===== src/rtl/lsu_pkg.sv =====
// Load/store unit shared definitions.
// funct3 codes, FSM states and lane helpers.
package lsu_pkg;

    localparam logic [2:0] F3_B  = 3'd0;
    localparam logic [2:0] F3_H  = 3'd1;
    localparam logic [2:0] F3_W  = 3'd2;
    localparam logic [2:0] F3_BU = 3'd4;
    localparam logic [2:0] F3_HU = 3'd5;

    typedef enum logic [1:0] {
        IDLE,
        REQ,
        WAIT,
        DONE
    } lsu_state_t;

    // Byte-enable mask from access size code and byte offset.
    function automatic logic [3:0] be_mask(input logic [1:0] size,
                                           input logic [1:0] off);
        logic [3:0] m;
        case (size)
            2'd0:    m = 4'b0001 << off;
            2'd1:    m = 4'b0011 << off;
            default: m = 4'b1111;
        endcase
        return m;
    endfunction

    // Replicate store data across the lanes it may land in.
    function automatic logic [31:0] store_lanes(input logic [1:0] size,
                                                input logic [31:0] d);
        logic [31:0] r;
        case (size)
            2'd0:    r = {4{d[7:0]}};
            2'd1:    r = {2{d[15:0]}};
            default: r = d;
        endcase
        return r;
    endfunction

    // Legal width/sign code for the direction and natural alignment.
    function automatic logic access_ok(input logic we,
                                       input logic [2:0] f3,
                                       input logic [1:0] off);
        logic ok;
        case (f3)
            F3_B:    ok = 1'b1;
            F3_BU:   ok = !we;
            F3_H:    ok = !off[0];
            F3_HU:   ok = !we && !off[0];
            F3_W:    ok = (off == 2'b00);
            default: ok = 1'b0;
        endcase
        return ok;
    endfunction

endpackage


===== src/rtl/load_store_unit_if.sv =====
// Data-memory bus between the LSU and memory.
// Request channel with valid/ready, read response with rvalid.
interface load_store_unit_if;

    logic        bus_valid;
    logic        bus_ready;
    logic        bus_we;
    logic [31:0] bus_addr;
    logic [3:0]  bus_be;
    logic [31:0] bus_wdata;
    logic        bus_rvalid;
    logic [31:0] bus_rdata;

    modport master (
        output bus_valid, bus_we, bus_addr, bus_be, bus_wdata,
        input  bus_ready, bus_rvalid, bus_rdata
    );

    modport slave (
        input  bus_valid, bus_we, bus_addr, bus_be, bus_wdata,
        output bus_ready, bus_rvalid, bus_rdata
    );

endinterface


===== src/rtl/load_align.sv =====
// Load lane select and sign/zero extension.
// Pure combinational; fed by the registered offset and funct3.
module load_align
    import lsu_pkg::*;
(
    input  logic [31:0] word,
    input  logic [1:0]  offset,
    input  logic [2:0]  funct3,
    output logic [31:0] value
);

    logic [7:0]  b;
    logic [15:0] h;

    // Pick the addressed byte/half and extend it.
    always_comb begin
        b     = word[{offset, 3'b000} +: 8];
        h     = offset[1] ? word[31:16] : word[15:0];
        value = '0;
        case (funct3)
            F3_B:    value = {{24{b[7]}}, b};
            F3_BU:   value = {24'd0, b};
            F3_H:    value = {{16{h[15]}}, h};
            F3_HU:   value = {16'd0, h};
            F3_W:    value = word;
            default: value = '0;
        endcase
    end

endmodule


===== src/rtl/load_store_unit.sv =====
// Load/store unit: one bus transaction per memory instruction.
// Stalls the core until the access completes or faults.
module load_store_unit
    import lsu_pkg::*;
#(
    parameter int unsigned TIMEOUT_CYCLES = 255
) (
    input  logic                     clk,
    input  logic                     reset,
    input  logic                     mem_req,
    input  logic                     mem_we,
    input  logic [2:0]               funct3,
    input  logic [31:0]              addr,
    input  logic [31:0]              wdata,
    output logic                     stall,
    output logic [31:0]              rdata,
    output logic                     fault,
    load_store_unit_if.master        bus
);

    localparam logic [7:0] LIMIT = 8'(TIMEOUT_CYCLES - 1);

    lsu_state_t  state;
    logic [7:0]  cnt;
    logic [2:0]  f3_q;
    logic [1:0]  off_q;
    logic [31:0] load_val;

    load_align u_align (
        .word   (bus.bus_rdata),
        .offset (off_q),
        .funct3 (f3_q),
        .value  (load_val)
    );

    // The core may only advance in DONE or when it is not accessing memory.
    assign stall = mem_req && (state != DONE);

    // Access FSM with registered bus outputs, load data and fault pulse.
    always_ff @(posedge clk) begin
        if (reset) begin
            state         <= IDLE;
            cnt           <= '0;
            f3_q          <= '0;
            off_q         <= '0;
            rdata         <= '0;
            fault         <= 1'b0;
            bus.bus_valid <= 1'b0;
            bus.bus_we    <= 1'b0;
            bus.bus_addr  <= '0;
            bus.bus_be    <= '0;
            bus.bus_wdata <= '0;
        end else begin
            fault <= 1'b0;
            unique case (state)
                IDLE: begin
                    cnt <= '0;
                    if (mem_req) begin
                        if (access_ok(mem_we, funct3, addr[1:0])) begin
                            bus.bus_valid <= 1'b1;
                            bus.bus_we    <= mem_we;
                            bus.bus_addr  <= {addr[31:2], 2'b00};
                            bus.bus_be    <= be_mask(funct3[1:0], addr[1:0]);
                            bus.bus_wdata <= store_lanes(funct3[1:0], wdata);
                            f3_q          <= funct3;
                            off_q         <= addr[1:0];
                            state         <= REQ;
                        end else begin
                            fault <= 1'b1;
                            rdata <= '0;
                            state <= DONE;
                        end
                    end
                end
                REQ: begin
                    if (bus.bus_ready) begin
                        bus.bus_valid <= 1'b0;
                        cnt           <= cnt + 8'd1;
                        state         <= bus.bus_we ? DONE : WAIT;
                    end else if (cnt == LIMIT) begin
                        bus.bus_valid <= 1'b0;
                        fault         <= 1'b1;
                        rdata         <= '0;
                        state         <= DONE;
                    end else begin
                        cnt <= cnt + 8'd1;
                    end
                end
                WAIT: begin
                    if (bus.bus_rvalid) begin
                        rdata <= load_val;
                        state <= DONE;
                    end else if (cnt == LIMIT) begin
                        fault <= 1'b1;
                        rdata <= '0;
                        state <= DONE;
                    end else begin
                        cnt <= cnt + 8'd1;
                    end
                end
                DONE: begin
                    state <= IDLE;
                end
            endcase
        end
    end

endmodule

===== src/flat_wrapper.sv =====
// flat-port wrapper written by rule: the top's interface ports become plain ports
module load_store_unit_flat import lsu_pkg::*;
#(
    parameter int unsigned TIMEOUT_CYCLES = 255
)
  (clk, reset, mem_req, mem_we, funct3, addr, wdata, stall, rdata, fault, bus_bus_valid, bus_bus_we, bus_bus_addr, bus_bus_be, bus_bus_wdata, bus_bus_ready, bus_bus_rvalid, bus_bus_rdata);
  load_store_unit_if bus_i ();
  input  logic clk;
  input  logic reset;
  input  logic mem_req;
  input  logic mem_we;
  input  logic [2:0] funct3;
  input  logic [31:0] addr;
  input  logic [31:0] wdata;
  output logic stall;
  output logic [31:0] rdata;
  output logic fault;
  output wire logic [$bits(bus_i.bus_valid)-1:0] bus_bus_valid;
  output wire logic [$bits(bus_i.bus_we)-1:0] bus_bus_we;
  output wire logic [$bits(bus_i.bus_addr)-1:0] bus_bus_addr;
  output wire logic [$bits(bus_i.bus_be)-1:0] bus_bus_be;
  output wire logic [$bits(bus_i.bus_wdata)-1:0] bus_bus_wdata;
  input wire logic [$bits(bus_i.bus_ready)-1:0] bus_bus_ready;
  input wire logic [$bits(bus_i.bus_rvalid)-1:0] bus_bus_rvalid;
  input wire logic [$bits(bus_i.bus_rdata)-1:0] bus_bus_rdata;
  assign bus_bus_valid = bus_i.bus_valid;
  assign bus_bus_we = bus_i.bus_we;
  assign bus_bus_addr = bus_i.bus_addr;
  assign bus_bus_be = bus_i.bus_be;
  assign bus_bus_wdata = bus_i.bus_wdata;
  assign bus_i.bus_ready = bus_bus_ready;
  assign bus_i.bus_rvalid = bus_bus_rvalid;
  assign bus_i.bus_rdata = bus_bus_rdata;
  load_store_unit #(.TIMEOUT_CYCLES(TIMEOUT_CYCLES)) u_core (.clk(clk), .reset(reset), .mem_req(mem_req), .mem_we(mem_we), .funct3(funct3), .addr(addr), .wdata(wdata), .stall(stall), .rdata(rdata), .fault(fault), .bus(bus_i));
endmodule

===== config.mk =====
export PLATFORM = sky130hd
export DESIGN_NAME = load_store_unit_flat
export DESIGN_NICKNAME = d
export VERILOG_FILES = /design/src/rtl/lsu_pkg.sv /design/src/rtl/load_store_unit_if.sv /design/src/rtl/load_align.sv /design/src/rtl/load_store_unit.sv /design/src/flat_wrapper.sv
export SDC_FILE = /design/constraint.sdc
export NUM_CORES = 1
export LEC_CHECK = 0
export ABC_AREA = 1
export CORE_MARGIN = 2
export CORE_UTILIZATION = 35
export DETAILED_ROUTE_END_ITERATION = 8
export PLACE_DENSITY = 0.64
export SYNTH_ARGS = -nofsm -noshare
export SYNTH_HDL_FRONTEND = slang
export SYNTH_SLANG_ARGS = --single-unit

===== constraint.sdc =====
create_clock -name clk -period 2.6 [get_ports clk]
set_input_delay 0.39 -clock clk [delete_from_list [all_inputs] [get_ports clk]]
set_output_delay 0.39 -clock clk [all_outputs]
set_load 0.01 [all_outputs]

==> results of run 1 <==
==> cell usage after synthesis (2+ instances only) <==
cell      number  area share (%)
nand3b_1       2            0.24
nor2_2         4            0.40
inv_2          4            0.24
a31oi_1        9            0.89
clkbuf_1      25             1.5
inv_1         57             3.4
nand2_1      368              22
nor2_4         3            0.53
nand2_2        3            0.30
ha_1           6             1.2
buf_2         17             1.3
a21oi_1       80             6.3
dfxtp_1      116              37
xor2_1         2            0.28
o21ai_0       72             5.7
buf_4          2            0.24
nor2_1       105             6.2
nor3_1         3            0.24
or2_2          2            0.20
buf_6         16             2.8
nand3_1       70             5.5
a21oi_2       11             1.5
==> sequential cells by signal, indices dropped and copies added (netlist names) <==
signal / cells
u_core.f3_q: 3
u_core.bus.bus_valid: 1
u_core.rdata: 32
u_core.fault: 1
u_core.cnt: 8
u_core.bus.bus_we: 1
u_core.bus.bus_wdata: 32
u_core.off_q: 2
u_core.state: 2
u_core.bus.bus_be: 4
u_core.bus.bus_addr: 30
==> power by group <==
| group | switching, mW | internal, mW | total [mW] | leakage, nW |
|---|---|---|---|---|
| registers | 0.0822 | 1.90 | 1.99 | 0.941 |
| logic | 0.926 | 0.601 | 1.53 | 2.62 |
| clock network | 0.952 | 1.44 | 2.39 | 0.289 |
| total | 1.96 | 3.94 | 5.90 | 3.85 |
==> stage by stage <==
| step | util, % | hold slack [ns] | std cells |
|---|---|---|---|
| floorplan | - | 0.457 | 994 |
| global placement | 47.4 | 0.446 | 1384 |
| detailed placement | 47.4 | 0.452 | 1384 |
| CTS | 50.7 | 0.343 | 1416 |
| global route | 50.7 | 0.374 | 1416 |
| finish | 50.7 | 0.360 | 1416 |
==> worst max-delay path: stages, from the launching register on <==
cell	delay [ns]
dfxtp_1	0.39
inv_1	0.10
ha_1	0.26
inv_2	0.12
nor2_1	0.09
nor3b_2	0.23
o21ai_4	0.10
nor2_4	0.60
nand2_1	0.16
a21oi_2	0.14
==> kinds of logic (layout without fill, tap and decap cells) <==
| group | after synthesis | in the layout |
|---|---|---|
| xor+xnor | 3 | 3 |
| fa+ha+maj | 6 | 6 |
| flops | 116 | 116 |
| compound gates | 178 | 178 |
| buf+inv | 123 | 316 |
| simple gates | 566 | 566 |
| other cells | 1 | 2 |
==> routing by layer <==
metal	wire (um)	up-vias
met5	15	-
met4	475	2
met3	1840	27
met2	9230	258
met1	9320	3037
li1	-	3517
==> how the worst max path moves through the flow <==
stage          slack, ns  cells past startpoint          endpoint
3_3_place_gp        0.25                      8  u_core.rdata[26]
3_5_place_dp        0.19                      7  u_core.rdata[17]
5_1_grt             0.13                      9  u_core.rdata[16]
4_1_cts             0.32                      9  u_core.rdata[11]
2_1_floorplan       0.92                     10  u_core.rdata[25]
6_report            0.33                      9  u_core.rdata[11]
==> cell type report <==
| cell class | instances | area [um2] |
|---|---|---|
| sequential | 116 | 2320 |
| timing repair buffer | 223 | 2220 |
| clock buffer | 17 | 425 |
| tap | 229 | 287 |
| inverter | 61 | 229 |
| fill | 1806 | 8790 |
| multi-input combinational | 755 | 3390 |
| clock inverter | 15 | 173 |
==> results.rst, run 1 <==
.. list-table::
   :header-rows: 1

   * - Metric
     - Value
   * - Synth warnings
     - 0
   * - Grt met2 use
     - 33.7%
   * - Number of buffer cells added on primary ports
     - 206
   * - Largest net degree at the start of global routing
     - 88
   * - Maximum level of the CTS H-tree
     - 4
   * - Global-route wire length before repair
     - ~34 mm
   * - Pwr Density
     - 652 nW/um2
   * - Area of the mapped netlist
     - approximately 6300 um2
   * - Antenna violations before repair
     - 1
   * - Worst-case hold path end point
     - u_core.off_q[0]
   * - Critical path capture point type
     - register
   * - Number of register bits inferred by synthesis
     - approximately 120
   * - Number of global-route vias before repair
     - 6,540
   * - Violation count after the first detailed-routing iteration
     - 440
   * - Die Span X
     - 138 um
   * - Pre-CTS setup slack
     - 0.190 ns
   * - Worst endpoint data arrival time
     - about 2.6 ns
   * - Post-CTS setup buffer count
     - 0
   * - Vias per Instance
     - approximately 4.8
   * - P_leak
     - 3.85 nW
   * - Final worst-path cycle share
     - 87.1%
   * - Worst reg2reg path startpoint
     - u_core.state[0]
   * - Setup violations, final
     - 0
   * - Startpoint-to-endpoint class of the critical path
     - reg -> reg
   * - TritonCTS sink count
     - 116
   * - Number of distinct library cells after synthesis
     - 38
   * - Max-slew violation total from the final report
     - 0
   * - Max cap viols
     - 0
   * - Outcome
     - complete, no violations
   * - Accumulated negative setup slack
     - 0 ns
   * - Largest fanout on the critical path
     - 32
   * - Worst-case register-to-register setup slack
     - between 0.3 and 0.4 ns
   * - Peak supply drop
     - 0.000481 V
   * - Hold Path Cell Cnt
     - 4
   * - Die height
     - 138 um
   * - Standard-cell row count
     - 49
   * - FFs w/ async S/R, synth
     - 0%
   * - Crit path launch
     - u_core.state[0]
   * - Post-synthesis xor/xnor area fraction
     - less than 1%
   * - Skew-Pair Late Insertion Delay
     - roughly 0.42 ns
   * - Number of detailed-route iterations in the first pass
     - 5
   * - Effective utilization at floorplan
     - 35.5%
   * - Routed length per placed instance
     - 14.7 um
   * - Portion of netlist area occupied by mux cells
     - 0%
   * - Clock buffer depth
     - 2
   * - HPWL after detailed placement
     - 14.4 mm
   * - Count of mapped cells out of synthesis
     - slightly below 1,000
   * - RSZ-0062 raised after global routing
     - no
   * - # DRC
     - 0
   * - Peak Freq
     - 441 MHz
   * - CTS clk-pin slew, worst paths
     - 0.06 ns
   * - Number of flops mapped to enable cells by yosys
     - 0
   * - Ant. Diodes
     - 0
   * - Layer carrying the most global-route usage
     - met2
   * - Worst setup SP type
     - register
   * - FF-to-FF End
     - u_core.rdata[11]
   * - Share of final-layout standard cells stronger than drive strength 1
     - between 6 and 7%
   * - Final min period
     - 2.27 ns
   * - TritonCTS clock tree
     - built
   * - Type of the most critical hold path
     - in -> reg
   * - Commonest cells after routing, fill and taps aside
     - 368 x nand2_1, 205 x clkdlybuf4s50_1, 116 x dfxtp_1
   * - Avg Synthesized Cell Area
     - ~6.4 um2
   * - Dominant combinational cell family by area after synthesis
     - simple AND/OR/NAND/NOR gates
   * - Core ar.
     - 17,800 um2
   * - Post-route setup slack
     - between 0.3 and 0.4 ns
   * - Ys flop type
     - dfxtp_1
   * - Area growth, synth to finish
     - 42.9%
   * - Post-route antenna net violation count
     - 0
   * - GP Congestion
     - 0.904
   * - Hold Violations, Final
     - 0
   * - Count of vias placed by the detailed router
     - 6,841
   * - Post-layout nets
     - ~1,300
   * - Count of cells resized by post-cts repair
     - 0
   * - Leading cell type in the layout, fill and taps excluded
     - nand2_1
   * - Post-route cell area
     - ~9000 um2
   * - Req. time, crit path
     - 2.95 ns
   * - Hold bufs inserted after CTS
     - 0
   * - Number of clock buffers inserted by TritonCTS
     - 17
   * - Worst-Margin Slew
     - 0.828 ns
   * - Top-level I/O count
     - about 210
   * - Share of the yosys chip area belonging to registers
     - about 37%
   * - Drt total wl
     - 20.9 mm
   * - Overflow left after global routing
     - 0
   * - Remaining max-slew budget at the tightest pin
     - 44.8%
   * - Length in cells of the worst reg-to-reg path
     - 9
   * - GR Layer Usage met3
     - 8.66%
   * - Met1 layer usage reported by global route
     - 27.1%
   * - Final setup skew
     - 0.0141 ns
   * - Total design power
     - 5.90 mW
   * - Post-Synth Adder-Cell Area
     - 1.19%
   * - Startpoint of the most critical hold path
     - reset
   * - Area of the die
     - between 15,000 and 20,000 um2
   * - CTS Root Cell
     - clkbuf_16
   * - Fraction of the mapped netlist area in compound gates
     - 15.3%
   * - Post-Synth Simple-Gate Area
     - 36.5%
   * - Area after detailed placement
     - 8450 um2
   * - GRT Overall Usage
     - approximately 22%
No activity file was read; power rests on OpenSTA's default activity.
==> run 2, diff against run 1 <==
--- a/constraint.sdc
+++ b/constraint.sdc
@@ -3,2 +3,2 @@
 set_output_delay 0.39 -clock clk [all_outputs]
-set_load 0.01 [all_outputs]
+set_load 0.005 [all_outputs]
==> results of run 2 <==
Same layout as run 1 (identical final DEF). Status: complete, no violations.
Main changes from that run: total power 5.90 mW -> 5.86 mW
==> run 3, diff against run 2 <==
Settings changed: MAX_ROUTING_LAYER from default to met4.
==> results.rst, run 3 (synthesis results as in run 1) <==
.. list-table::
   :header-rows: 1

   * - Metric
     - Value
   * - Outcome
     - complete, no violations
   * - Routed length per placed instance
     - 14.5 um (-1.4%)
   * - Count of cells resized by post-cts repair
     - 0 (unchanged)
   * - Post-route antenna net violation count
     - 0 (unchanged)
   * - Switching Power
     - 1.89 mW
   * - Share of final-layout standard cells stronger than drive strength 1
     - 7.07% (+0.078 points)
   * - Number of clock buffers inserted by TritonCTS
     - 17 (unchanged)
   * - Number of buffer cells added on primary ports
     - 206 (unchanged)
   * - Number of global-route vias before repair
     - 6,602 (+0.95%)
   * - Area of the die
     - 19,200 um2 (unchanged)
   * - P_leak
     - 3.85 nW (+0.14%)
   * - Maximum level of the CTS H-tree
     - 4 (unchanged)
   * - Drt total wl
     - 20.6 mm (-1.3%)
   * - Post-CTS setup buffer count
     - 0 (unchanged)
   * - Length in cells of the worst reg-to-reg path
     - 9 (unchanged)
   * - Largest fanout on the critical path
     - 32 (unchanged)
   * - Leading cell type in the layout, fill and taps excluded
     - nand2_1
   * - Global-route wire length before repair
     - 33.6 mm (-0.28%)
   * - Max stage delay on crit path
     - 0.60 ns (about the same)
   * - Req. time, crit path
     - 2.94 ns (about the same)
   * - Pwr Density
     - ~650 nW/um2
   * - Power share of the combinational group
     - 24.9%
   * - Worst reg2reg path startpoint
     - u_core.state[0]
   * - Core ar.
     - 17,800 um2 (unchanged)
   * - Type of the most critical hold path
     - in -> reg
   * - HPWL after detailed placement
     - 14.5 mm (+0.44%)
   * - Worst-case hold path end point
     - u_core.off_q[0]
   * - RSZ-0062 raised after global routing
     - no
   * - Die Span X
     - 138 um (unchanged)
   * - GRT Overall Usage
     - 22.0% (+0.47 points)
   * - Skew-Pair Late Insertion Delay
     - 0.42 ns (about the same)
   * - Overflow left after global routing
     - 0 (unchanged)
   * - Portion of total power attributed to the clock network
     - around two fifths
   * - Clock buffer depth
     - 2 (unchanged)
   * - Startpoint-to-endpoint class of the critical path
     - reg -> reg
   * - Post-layout nets
     - 1,286 (+0.078%)
   * - Area growth, synth to finish
     - 43.2%
   * - Number of detailed-route iterations in the first pass
     - 5 (unchanged)
   * - Worst-path cell chain
     - inv_1 > ha_1 > inv_2 > nor2_1 > nor3b_2 > o21ai_4 > nor2_4 > nand2_1 > a21oi_2
   * - Final min period
     - 2.24 ns (-0.0250 ns)
   * - Worst setup SP type
     - register
   * - Hold Violations, Final
     - 0 (unchanged)
   * - Accumulated negative setup slack
     - 0 ns (unchanged)
   * - GP Congestion
     - 0.921 (+1.9%)
   * - Setup violations, final
     - 0 (unchanged)
   * - Max-slew violation total from the final report
     - 0 (unchanged)
   * - Final worst-path cycle share
     - 86.2% (-0.96 points)
   * - Top-level I/O count
     - 209 (unchanged)
   * - Final setup skew
     - 0.0130 ns (-0.00118 ns)
   * - Antenna violations before repair
     - 1 (unchanged)
   * - Violation count after the first detailed-routing iteration
     - 384 (-13%)
   * - Final hold slack
     - 0.372 ns (+0.0112 ns)
   * - CTS clk-pin slew, worst paths
     - 0.06 ns (about the same)
   * - Vias per Instance
     - 4.82 (-0.27%)
   * - Internal power component
     - 4.03 mW
   * - Remaining max-slew budget at the tightest pin
     - 44.0% (-0.79 points)
   * - Fill cells
     - 1,799 (-0.39%)
   * - Max cap viols
     - 0 (unchanged)
   * - Critical path capture point type
     - register
   * - Count of vias placed by the detailed router
     - 6,832 (-0.13%)
   * - Switching part of the total
     - 31.9%
   * - CTS Root Cell
     - clkbuf_16
   * - Hold bufs inserted after CTS
     - 0 (unchanged)
   * - Slowest library cell on the worst path
     - nor2_4
   * - Standard-cell row count
     - 49 (unchanged)
   * - Worst endpoint data arrival time
     - 2.58 ns (-0.04 ns)
   * - Die height
     - 138 um (unchanged)
   * - Largest net degree at the start of global routing
     - 88 (unchanged)
   * - TritonCTS clock tree
     - built
   * - Peak supply drop
     - 0.000532 V
   * - Worst-case register-to-register setup slack
     - 0.36 ns (+0.02 ns)
   * - Startpoint of the most critical hold path
     - reset
   * - Effective utilization at floorplan
     - 35.5% (unchanged)
   * - Peak Freq
     - 446 MHz (+1.1%)
   * - Commonest cells after routing, fill and taps aside
     - 368 x nand2_1, 205 x clkdlybuf4s50_1, 116 x dfxtp_1
   * - Top flop regs
     - u_core.bus.bus_wdata: 32 flops, u_core.rdata: 32 flops, u_core.bus.bus_addr: 30 flops
   * - # DRC
     - 0 (unchanged)
   * - FF-to-FF End
     - u_core.rdata[25]
   * - Sequential share of power
     - 33.5%
   * - TritonCTS sink count
     - 116 (unchanged)
   * - Worst-Margin Slew
     - 0.840 ns (+0.0118 ns)
   * - Hold Path Cell Cnt
     - 4 (unchanged)
[run 3: changes by cell type in the layout (fill, tap and decap cells not counted)]
| cell | previous run | this run |
|---|---|---|
| bufinv_16 | 2 | 3 |
| diode_2 | 0 | 1 |
| inv_8 | 2 | 0 |
| inv_6 | 4 | 6 |
| clkinv_2 | 1 | 0 |
| buf_12 | 3 | 2 |
| buf_4 | 14 | 16 |
[run 3: per-layer routing]
layer	GRT usage (%)	part of all wire (%)
met2	33.9	45
met1	27.2	45
met4	6.77	2.0
met3	7.59	7.9
met5	-	0
[run 3: metrics by stage]
step | instance area (um2) | setup WS (ns) | std cells | utilization [%] | power (mW)
after floorplan | 6330 | 0.917 | 994 | - | 2.94
after global routing | 9060 | 0.125 | 1418 | 50.8 | 6.22
after CTS | 9060 | 0.340 | 1417 | 50.8 | 5.97
final | 9060 | 0.360 | 1418 | 50.8 | 5.92
after detailed placement | 8440 | 0.212 | 1385 | 47.3 | 3.50
after global placement | 8440 | 0.246 | 1385 | 47.3 | 3.51
[run 3: worst max-delay path by stage]
stage	end	startpoint	slack, ns
global placement	u_core.rdata[26]	addr[1]	0.25
floorplan	u_core.rdata[25]	u_core.state[0]	0.92
global route	u_core.rdata[7]	u_core.state[1]	0.13
finish	u_core.rdata[25]	u_core.state[0]	0.36
detailed placement	u_core.rdata[30]	mem_req	0.21
CTS	u_core.rdata[30]	u_core.state[0]	0.34
[run 3: area by class of cell]
| cell class | instances | area, um2 | share of cell area, % |
|---|---|---|---|
| antenna | 1 | 2.50 | 0.0276 |
| clock buffer | 17 | 425 | 4.69 |
| clock inverter | 15 | 193 | 2.13 |
| inverter | 61 | 229 | 2.53 |
| multi-input combinational | 755 | 3390 | 37.4 |
| sequential | 116 | 2320 | 25.6 |
| tap | 229 | 287 | 3.16 |
| timing repair buffer | 224 | 2220 | 24.5 |
[run 3: power by group through the flow]
stage	Sequential (mW)	Clock, mW	Combinational [mW]
floorplan	2.02	0	0.926
global placement	2.02	0	1.49
detailed placement	2.02	0	1.48
CTS	1.99	2.50	1.49
global route	2.00	2.58	1.64
finish	1.98	2.46	1.48
[run 3: worst max-delay path: cells and delay by family, from the launching register on]
kind | cells | cell delay, ns
buf+inv | 2 | 0.22
flops | 1 | 0.39
fa+ha+maj | 1 | 0.26
compound gates | 2 | 0.24
simple gates | 4 | 1.07
